$ cat config.mk
export PLATFORM = sky130hd
export DESIGN_NAME = spike_rate_decoder_flat
export DESIGN_NICKNAME = d
export VERILOG_FILES = /design/src/rtl/spike_rate_decoder_if.sv /design/src/rtl/spike_rate_decoder.sv /design/src/flat_wrapper.sv
export SDC_FILE = /design/constraint.sdc
export NUM_CORES = 1
export LEC_CHECK = 0
export CAP_MARGIN = 20
export CORE_MARGIN = 8
export CORE_UTILIZATION = 49
export DETAILED_ROUTE_END_ITERATION = 6
export PLACE_DENSITY_LB_ADDON = 0.05
export SYNTH_ARGS = -nofsm -noshare
export SYNTH_HDL_FRONTEND = slang
export SYNTH_SLANG_ARGS = --single-unit
export TNS_END_PERCENT = 100
$ cat constraint.sdc
create_clock -name clk -period 2.4 [get_ports clk]
set_input_delay 0.36 -clock clk [delete_from_list [all_inputs] [get_ports clk]]
set_output_delay 0.36 -clock clk [all_outputs]
set_load 0.02 [all_outputs]
$ cat src/rtl/spike_rate_decoder_if.sv
// Result port of the spike rate decoder: {rate, isi} offered on a valid/ready handshake.
interface spike_rate_decoder_if;
    logic       out_valid;
    logic       out_ready;
    logic [7:0] rate_out;
    logic [7:0] isi_out;

    modport master (output out_valid, output rate_out, output isi_out, input  out_ready);
    modport slave  (input  out_valid, input  rate_out, input  isi_out, output out_ready);
endinterface

$ cat src/rtl/spike_rate_decoder.sv
// Turns a spike train back into numbers: spike edges per programmable window of enabled
// cycles plus the most recent inter-spike interval, delivered on a valid/ready result port.
module spike_rate_decoder (
    input  logic                          clk,
    input  logic                          rst_n,
    input  logic                          enable,
    input  logic                          spike_in,
    input  logic [7:0]                    window_len,
    spike_rate_decoder_if.master          res,
    output logic                          overrun
);

    logic       spike_prev;
    logic [7:0] win_cnt;
    logic [7:0] spk_cnt;
    logic [7:0] isi_cnt;
    logic [7:0] isi_last;

    logic       spk_edge;
    logic       win_end;
    logic [7:0] win_last;
    logic [7:0] isi_cnt_nxt;
    logic [7:0] isi_last_nxt;
    logic [7:0] rate_res;

    // window_len - 1 wraps to 255 when window_len is 0, giving a 256-cycle window.
    assign win_last = window_len - 8'd1;
    assign spk_edge = enable & spike_in & ~spike_prev;
    assign win_end  = enable & (win_cnt == win_last);

    always_comb begin
        // NOTE: every variable gets a default before any branch, so no path can infer a latch.
        isi_cnt_nxt  = isi_cnt;
        isi_last_nxt = isi_last;
        if (enable) begin
            if (spk_edge) begin
                isi_last_nxt = isi_cnt;
                isi_cnt_nxt  = 8'd1;
            end else if (isi_cnt != 8'hFF) begin
                isi_cnt_nxt  = isi_cnt + 8'd1;
            end
        end
    end

    // The closing cycle's own edge is part of the result; at most 128 edges fit in 256 cycles.
    assign rate_res = spk_cnt + {7'd0, spk_edge};

    always_ff @(posedge clk) begin
        // NOTE: sequential state uses non-blocking assignments so every register samples pre-edge values.
        if (!rst_n) begin
            // NOTE: reset is synchronous; everything here is a plain register, so all of it is cleared.
            spike_prev    <= 1'b0;
            win_cnt       <= 8'd0;
            spk_cnt       <= 8'd0;
            isi_cnt       <= 8'd0;
            isi_last      <= 8'd0;
            res.out_valid <= 1'b0;
            res.rate_out  <= 8'd0;
            res.isi_out   <= 8'd0;
            overrun       <= 1'b0;
        end else begin
            isi_cnt  <= isi_cnt_nxt;
            isi_last <= isi_last_nxt;
            if (enable) begin
                spike_prev <= spike_in;
                if (win_end) begin
                    win_cnt <= 8'd0;
                    spk_cnt <= 8'd0;
                end else begin
                    win_cnt <= win_cnt + 8'd1;
                    spk_cnt <= rate_res;
                end
            end

            // A result arriving while the previous one is still unaccepted is dropped, not queued.
            if (win_end) begin
                if (!res.out_valid || res.out_ready) begin
                    res.out_valid <= 1'b1;
                    res.rate_out  <= rate_res;
                    res.isi_out   <= isi_last_nxt;
                end else begin
                    overrun <= 1'b1;
                end
            end else if (res.out_valid && res.out_ready) begin
                res.out_valid <= 1'b0;
            end
        end
    end

endmodule
$ cat src/flat_wrapper.sv
// flat-port wrapper written by rule: the top's interface ports become plain ports
module spike_rate_decoder_flat 
  (clk, rst_n, enable, spike_in, window_len, overrun, res_out_valid, res_rate_out, res_isi_out, res_out_ready);
  spike_rate_decoder_if res_i ();
  input  logic clk;
  input  logic rst_n;
  input  logic enable;
  input  logic spike_in;
  input  logic [7:0] window_len;
  output logic overrun;
  output wire logic [$bits(res_i.out_valid)-1:0] res_out_valid;
  output wire logic [$bits(res_i.rate_out)-1:0] res_rate_out;
  output wire logic [$bits(res_i.isi_out)-1:0] res_isi_out;
  input wire logic [$bits(res_i.out_ready)-1:0] res_out_ready;
  assign res_out_valid = res_i.out_valid;
  assign res_rate_out = res_i.rate_out;
  assign res_isi_out = res_i.isi_out;
  assign res_i.out_ready = res_out_ready;
  spike_rate_decoder u_core (.clk(clk), .rst_n(rst_n), .enable(enable), .spike_in(spike_in), .window_len(window_len), .res(res_i), .overrun(overrun));
endmodule
==> results of run 1 <==
-- critical path, cell delays in order --
cell      delay, ns
buf_2          0.11
buf_6          0.11
or4_4          0.53
o221ai_2       0.16
or3b_4         0.41
o211a_4        0.27
or4b_1         0.49
a31oi_1        0.13
-- worst paths after layout --
path | startpoint | end | slack, ns
setup reg to reg | u_core.win_cnt[5] | u_core.spk_cnt[5] | 0.28
setup / recovery | window_len[0] | u_core.spk_cnt[5] | 0.06
hold reg to reg | u_core.res.isi_out[1] | u_core.res.isi_out[1] | 0.47
hold / removal | u_core.res.isi_out[1] | u_core.res.isi_out[1] | 0.47
-- cell usage after synthesis (all sizes together) --
master and count:
a211oi 3, a21o 1, a21oi 22, a31oi 2
a32o 1, and2 1, and3 5, and3b 1
and4bb 1, buf 6, clkbuf 9, dfxtp 51
ha 5, inv 5, mux2i 10, nand2 20
nand2b 13, nand3 23, nand3b 4, nand4 6
nand4b 1, nor2 28, nor2b 1, nor3 10
nor3b 1, nor4 1, o211a 1, o211ai 2
o21ai 13, o221ai 1, o31ai 1, or2 1
or3 2, or3b 3, or4 2, or4b 1
xnor2 8, xor2 14
-- flip-flops by register name, indices dropped and copies added, names as in the netlist --
register,flops
u_core.res.isi_out,8
u_core.spk_cnt,8
u_core.res.rate_out,8
u_core.res.out_valid,1
u_core.spike_prev,1
u_core.win_cnt,8
u_core.isi_cnt,8
u_core.isi_last,8
u_core.overrun,1
-- through the flow --
stage | utilization (%) | setup TNS [ns] | power, mW
CTS | 66.0 | 0 | 1.49
floorplan | - | -0.0417 | 0.953
finish | 66.5 | 0 | 1.47
detailed placement | 61.1 | -15.58 | 1.01
global route | 66.5 | 0 | 1.55
global placement | 61.1 | -14.76 | 1.01
-- per-layer routing --
| metal | share of wire [%] | GRT usage [%] |
|---|---|---|
| met1 | 46 | 18.3 |
| met2 | 49 | 27.8 |
| met3 | 3.1 | 3.82 |
| met4 | 1.4 | 4.94 |
| met5 | 0 | 0 |
-- layout make-up --
type	count	area share, %
multi-input cells	209	43.7
flip-flops and latches	51	32.5
repair buffers	61	17.8
well taps	67	2.67
clock buffers	5	2.19
inverters	5	0.598
clock inverters	3	0.478
-- kinds of logic after synthesis --
logic type / synth area share, %
AO/OA/AOI/OAI: 11.5
XOR/XNOR: 8.05
adder cells (fa/ha/maj): 2.61
buffers and inverters: 3.61
flip-flops: 42.7
multiplexers: 4.18
AND/OR/NAND/NOR: 27.4
-- timing repair --
action,CTS,global route
pin swaps,14,8
setup endpoints to repair,34,33
gates resized for setup,36,6
setup buffers,5,0
cloned,3,0
-- power by group through the flow --
stage / clock, mW / sequential [mW] / combinational (mW)
final: 0.473 / 0.864 / 0.138
after global routing: 0.527 / 0.866 / 0.153
after CTS: 0.491 / 0.864 / 0.136
after detailed placement: 0 / 0.884 / 0.130
after global placement: 0 / 0.884 / 0.129
after floorplan: 0 / 0.882 / 0.0716
==> run summary, run 1 <==
Status - complete, no violations
Initial DRT Pass Iterations - 4
# DRC - 0
Clk Latency, worst-skew pair - 0.30 ns
Largest net degree at the start of global routing - 28
# nets final - 351
Depth of the CTS H-tree - 2
Fin crit share - 97.4%
I/O Buffers - 30
Cells after Synth - 280
Worst-Margin Slew - 1.02 ns
Synth cell types - 42
Internal power - 1.12 mW
Syn_area_per_cell - 8.55 um2
Via Count - 2080
Clock buffer count from CTS - 5
Cell area after layout - 0.00314 mm2
PD cells - 470 mW/mm2
Required time of the critical path - 2.63 ns
# IOs - 31
Site Rows - 25
Commonest non-fill, non-tap cell in the layout - dfxtp_1
Normalized max-slew margin - 32.0%
P&R area growth vs syn - 31.2%
Hold Path Cell Cnt - 2
Synth warn - 0
Synth area leaders - dfxtp_1, xor2_1, nand3_1, a21oi_1, nor2_1
Area taken by multi-input logic gates - 0.00137 mm2
Clock transition at path regs - 0.09 ns
Total global-route track usage - 15.8%
Sink Count - 51
Peak supply drop - 0.000410 V
Synthesized area - 0.00239 mm2
Final Skew - 0.00540 ns
Leak pwr - 1.21 nW
Comb power frac - 9.4%
Leading area contributor after synthesis - dfxtp_1
Sequential Power Share - 58.6%
ANT cells - 0
FF/Latch Area - 0.00102 mm2
Final-report max-slew violation count - 0
Worst Reg-to-Reg Cells - 6
Placed cells - 385
Wire per inst - 13.4 um
Switching Fraction - 23.7%
Fin worst setup slack - 0.0628 ns
Final hold violation count - 0
Critical Path Sink Type - flip-flop
Final min period - 2.34 ns
Critical path arrival - 2.57 ns
Die footprint - 0.00738 mm2
Pre-CTS WS - -0.583 ns
Die H - 85.9 um
Initial Util - 50.7%
RSZ-0062 raised after global routing - false
TritonCTS clock tree - done
Crit Path Class - input port to flip-flop
Most frequent cells in the layout - dfxtp_1, nor2_1, clkdlybuf4s50_1
Min-Delay Path Class - flip-flop to flip-flop
Setup crit start kind - input port
Die width - 85.9 um
FF+latch count, synth - 51
Final Setup Violations - 0
Fin Hold WS - 0.465 ns
Initial antenna violation count - 0
Placed Instance Area - 0.00289 mm2
Drt via density - 5.19
Non-filler instance count after layout - 401
Fillcell total - 409
Switching pwr - 0.350 mW
Max_cap viols - 0
GR Overflow Total - 0
DP HPWL - 3770 um
Critical path fanouts, max - 3
Vias in the first global route - 2110
Clk buf depth - 2
Post-CTS Hold Fix Bufs - 0
Post-synth top area share - 42.7%
Initial DRC Count - 86
First-pass GRT wire length - 9520 um
Routability cong. - 0.829
Layout cell share with drive strength beyond 1 - 18.6%
Clock Power Share - 32.1%
ANT nets after route - 0
Fmax - 0.428 GHz
Syn Nets - 298
Core Box Area - 0.00472 mm2
Root Driver - clkbuf_8
Total routed wirelength - 5390 um
Seq/Total Area, Yosys - 42.7%
Power figures use the tool's default switching activity.
==> inputs of run 2 (changes only) <==
--- a/config.mk
+++ b/config.mk
@@ -10,6 +10,7 @@
 export CORE_UTILIZATION = 49
 export DETAILED_ROUTE_END_ITERATION = 6
 export PLACE_DENSITY_LB_ADDON = 0.05
+export RECOVER_POWER = 25
 export SYNTH_ARGS = -nofsm -noshare
 export SYNTH_HDL_FRONTEND = slang
 export SYNTH_SLANG_ARGS = --single-unit
==> run summary, run 2 (synthesis gave the netlist of run 1 again) <==
Status - complete, no violations
Total global-route track usage - 15.8% (unchanged)
Worst-Margin Slew - 1.02 ns (+0.000732 ns)
Core Box Area - 0.00472 mm2 (unchanged)
Total routed wirelength - 5400 um (+0.22%)
Final hold violation count - 0 (unchanged)
P&R area growth vs syn - 30.9%
Crit Path Class - input port to flip-flop
Fin crit share - 97.4% (about the same)
ANT nets after route - 0 (unchanged)
GR Overflow Total - 0 (unchanged)
First-pass GRT wire length - 9520 um (unchanged)
Most frequent cells in the layout - dfxtp_1, nor2_1, nand3_1
Post-CTS Hold Fix Bufs - 0 (unchanged)
Comb power frac - 9.3% (about the same)
Layout cell share with drive strength beyond 1 - 18.0% (-0.60 points)
Initial Util - 50.7% (unchanged)
Sink Count - 51 (unchanged)
# nets final - 351 (unchanged)
Initial DRT Pass Iterations - 4 (unchanged)
Clock transition at path regs - 0.09 ns (about the same)
Clock Power Share - 32.1% (about the same)
Cell area after layout - 0.00313 mm2 (-0.24%)
Slowest cell on the critical path - or4_4
DP HPWL - 3770 um (unchanged)
Clock buffer count from CTS - 5 (unchanged)
Buf/Inv on CP - 2 (unchanged)
Vias in the first global route - 2110 (unchanged)
Leak pwr - 1.23 nW (+1.3%)
Non-filler instance count after layout - 401 (unchanged)
I/O Buffers - 30 (unchanged)
Critical path depth - 8 (unchanged)
Commonest non-fill, non-tap cell in the layout - dfxtp_1
Sequential Power Share - 58.6% (about the same)
Critical path arrival - 2.57 ns (about the same)
Via Count - 2079 (-0.048%)
Worst Reg-to-Reg Cells - 6 (unchanged)
CP delay by family, top - simple AND/OR/NAND/NOR gates
Clk buf depth - 2 (unchanged)
Required time of the critical path - 2.63 ns (about the same)
Switching Fraction - 23.7% (about the same)
Final-report max-slew violation count - 0 (unchanged)
Switching pwr - 0.350 mW (about the same)
Die width - 85.9 um (unchanged)
Root Driver - clkbuf_8
Wire per inst - 13.5 um (+0.22%)
Critical path fanouts, max - 3 (unchanged)
Placed cells - 385 (unchanged)
Largest net degree at the start of global routing - 28 (unchanged)
Critical Path Sink Type - flip-flop
Site Rows - 25 (unchanged)
Initial antenna violation count - 0 (unchanged)
Worst path max stage delay - 0.53 ns (about the same)
Placed Instance Area - 0.00289 mm2 (unchanged)
Hold Path Cell Cnt - 2 (unchanged)
TritonCTS clock tree - done
PD cells - 470 mW/mm2 (+0.11%)
Die footprint - 0.00738 mm2 (unchanged)
# IOs - 31 (unchanged)
Power Total - 1.47 mW (-0.13%)
Clk Latency, worst-skew pair - 0.30 ns (about the same)
Initial DRC Count - 86 (unchanged)
Max_cap viols - 0 (unchanged)
Depth of the CTS H-tree - 2 (unchanged)
Routability cong. - 0.829 (unchanged)
Final Skew - 0.00508 ns (-0.000319 ns)
Final Setup Violations - 0 (unchanged)
ANT cells - 0 (unchanged)
Worst-path cell chain - buf_2 -> buf_6 -> or4_4 -> o221ai_2 -> or3b_4 -> o211a_4 -> or4b_1 -> a31oi_1
Die H - 85.9 um (unchanged)
Normalized max-slew margin - 31.9% (-0.049 points)
Setup crit start kind - input port
RSZ-0062 raised after global routing - false
Fmax - 0.428 GHz (about the same)
# DRC - 0 (unchanged)
Internal power - 1.12 mW (-0.16%)
Min-Delay Path Class - flip-flop to flip-flop
Drt via density - 5.18 (about the same)
Peak supply drop - 0.000411 V (+0.13%)
Final min period - 2.34 ns (+0.00141 ns)
## run 2: changes by cell type in the layout (fill, tap and decap cells not counted)
cell,change
clkdlybuf4s50_1,-7
dlygate4sd3_1,+7
buf_4,-2
clkbuf_1,+2
## run 2: area by class of cell
cell class	count	area, um2
Clock buffer	5	68.8
Clock inverter	3	15.0
Fill cell	413	1590
Inverter	5	18.8
Multi-Input combinational cell	209	1370
Sequential cell	51	1020
Tap cell	67	83.8
Timing Repair Buffer	61	552
## run 2: worst min-delay path, delay by kind of cell, from the launching register on
kind            cells  cell delay [ns]
flops               1             0.32
simple gates        1             0.05
compound gates      1             0.06
## run 2: layer usage
layer,track usage [%],routed length [um]
met5,0,0
met4,4.94,77
met3,3.82,170
met2,27.8,2650
met1,18.3,2500
## run 2: worst paths after layout
kind / start / endpoint / slack, ns
max: window_len[0] / u_core.spk_cnt[5] / 0.06
min: u_core.res.isi_out[1] / u_core.res.isi_out[1] / 0.46
max reg2reg: u_core.win_cnt[5] / u_core.spk_cnt[5] / 0.28
min reg2reg: u_core.res.isi_out[1] / u_core.res.isi_out[1] / 0.46
## run 2: per-stage QoR
| step | util, % | setup TNS, ns | setup slack, ns | hold slack (ns) |
|---|---|---|---|---|
| after floorplan | - | -0.0417 | -0.0417 | 0.450 |
| after global routing | 66.3 | 0 | 0.0168 | 0.492 |
| after CTS | 66.0 | 0 | 0.0102 | 0.473 |
| after global placement | 61.1 | -14.76 | -0.512 | 0.452 |
| final | 66.3 | 0 | 0.0613 | 0.462 |
| after detailed placement | 61.1 | -15.58 | -0.583 | 0.452 |
## run 2: power by group through the flow
stage               Clock, mW  Sequential [mW]  Combinational, mW
CTS                     0.491            0.864              0.136
floorplan                   0            0.882             0.0716
global placement            0            0.884              0.129
detailed placement          0            0.884              0.130
global route            0.527            0.866              0.151
finish                  0.473            0.864              0.136
## run 2: repair_timing
item	in CTS	in global routing
gates resized for setup	36	6
pin swaps	14	8
setup endpoints to repair	34	33
gates cloned	3	0
buffers inserted	5	0
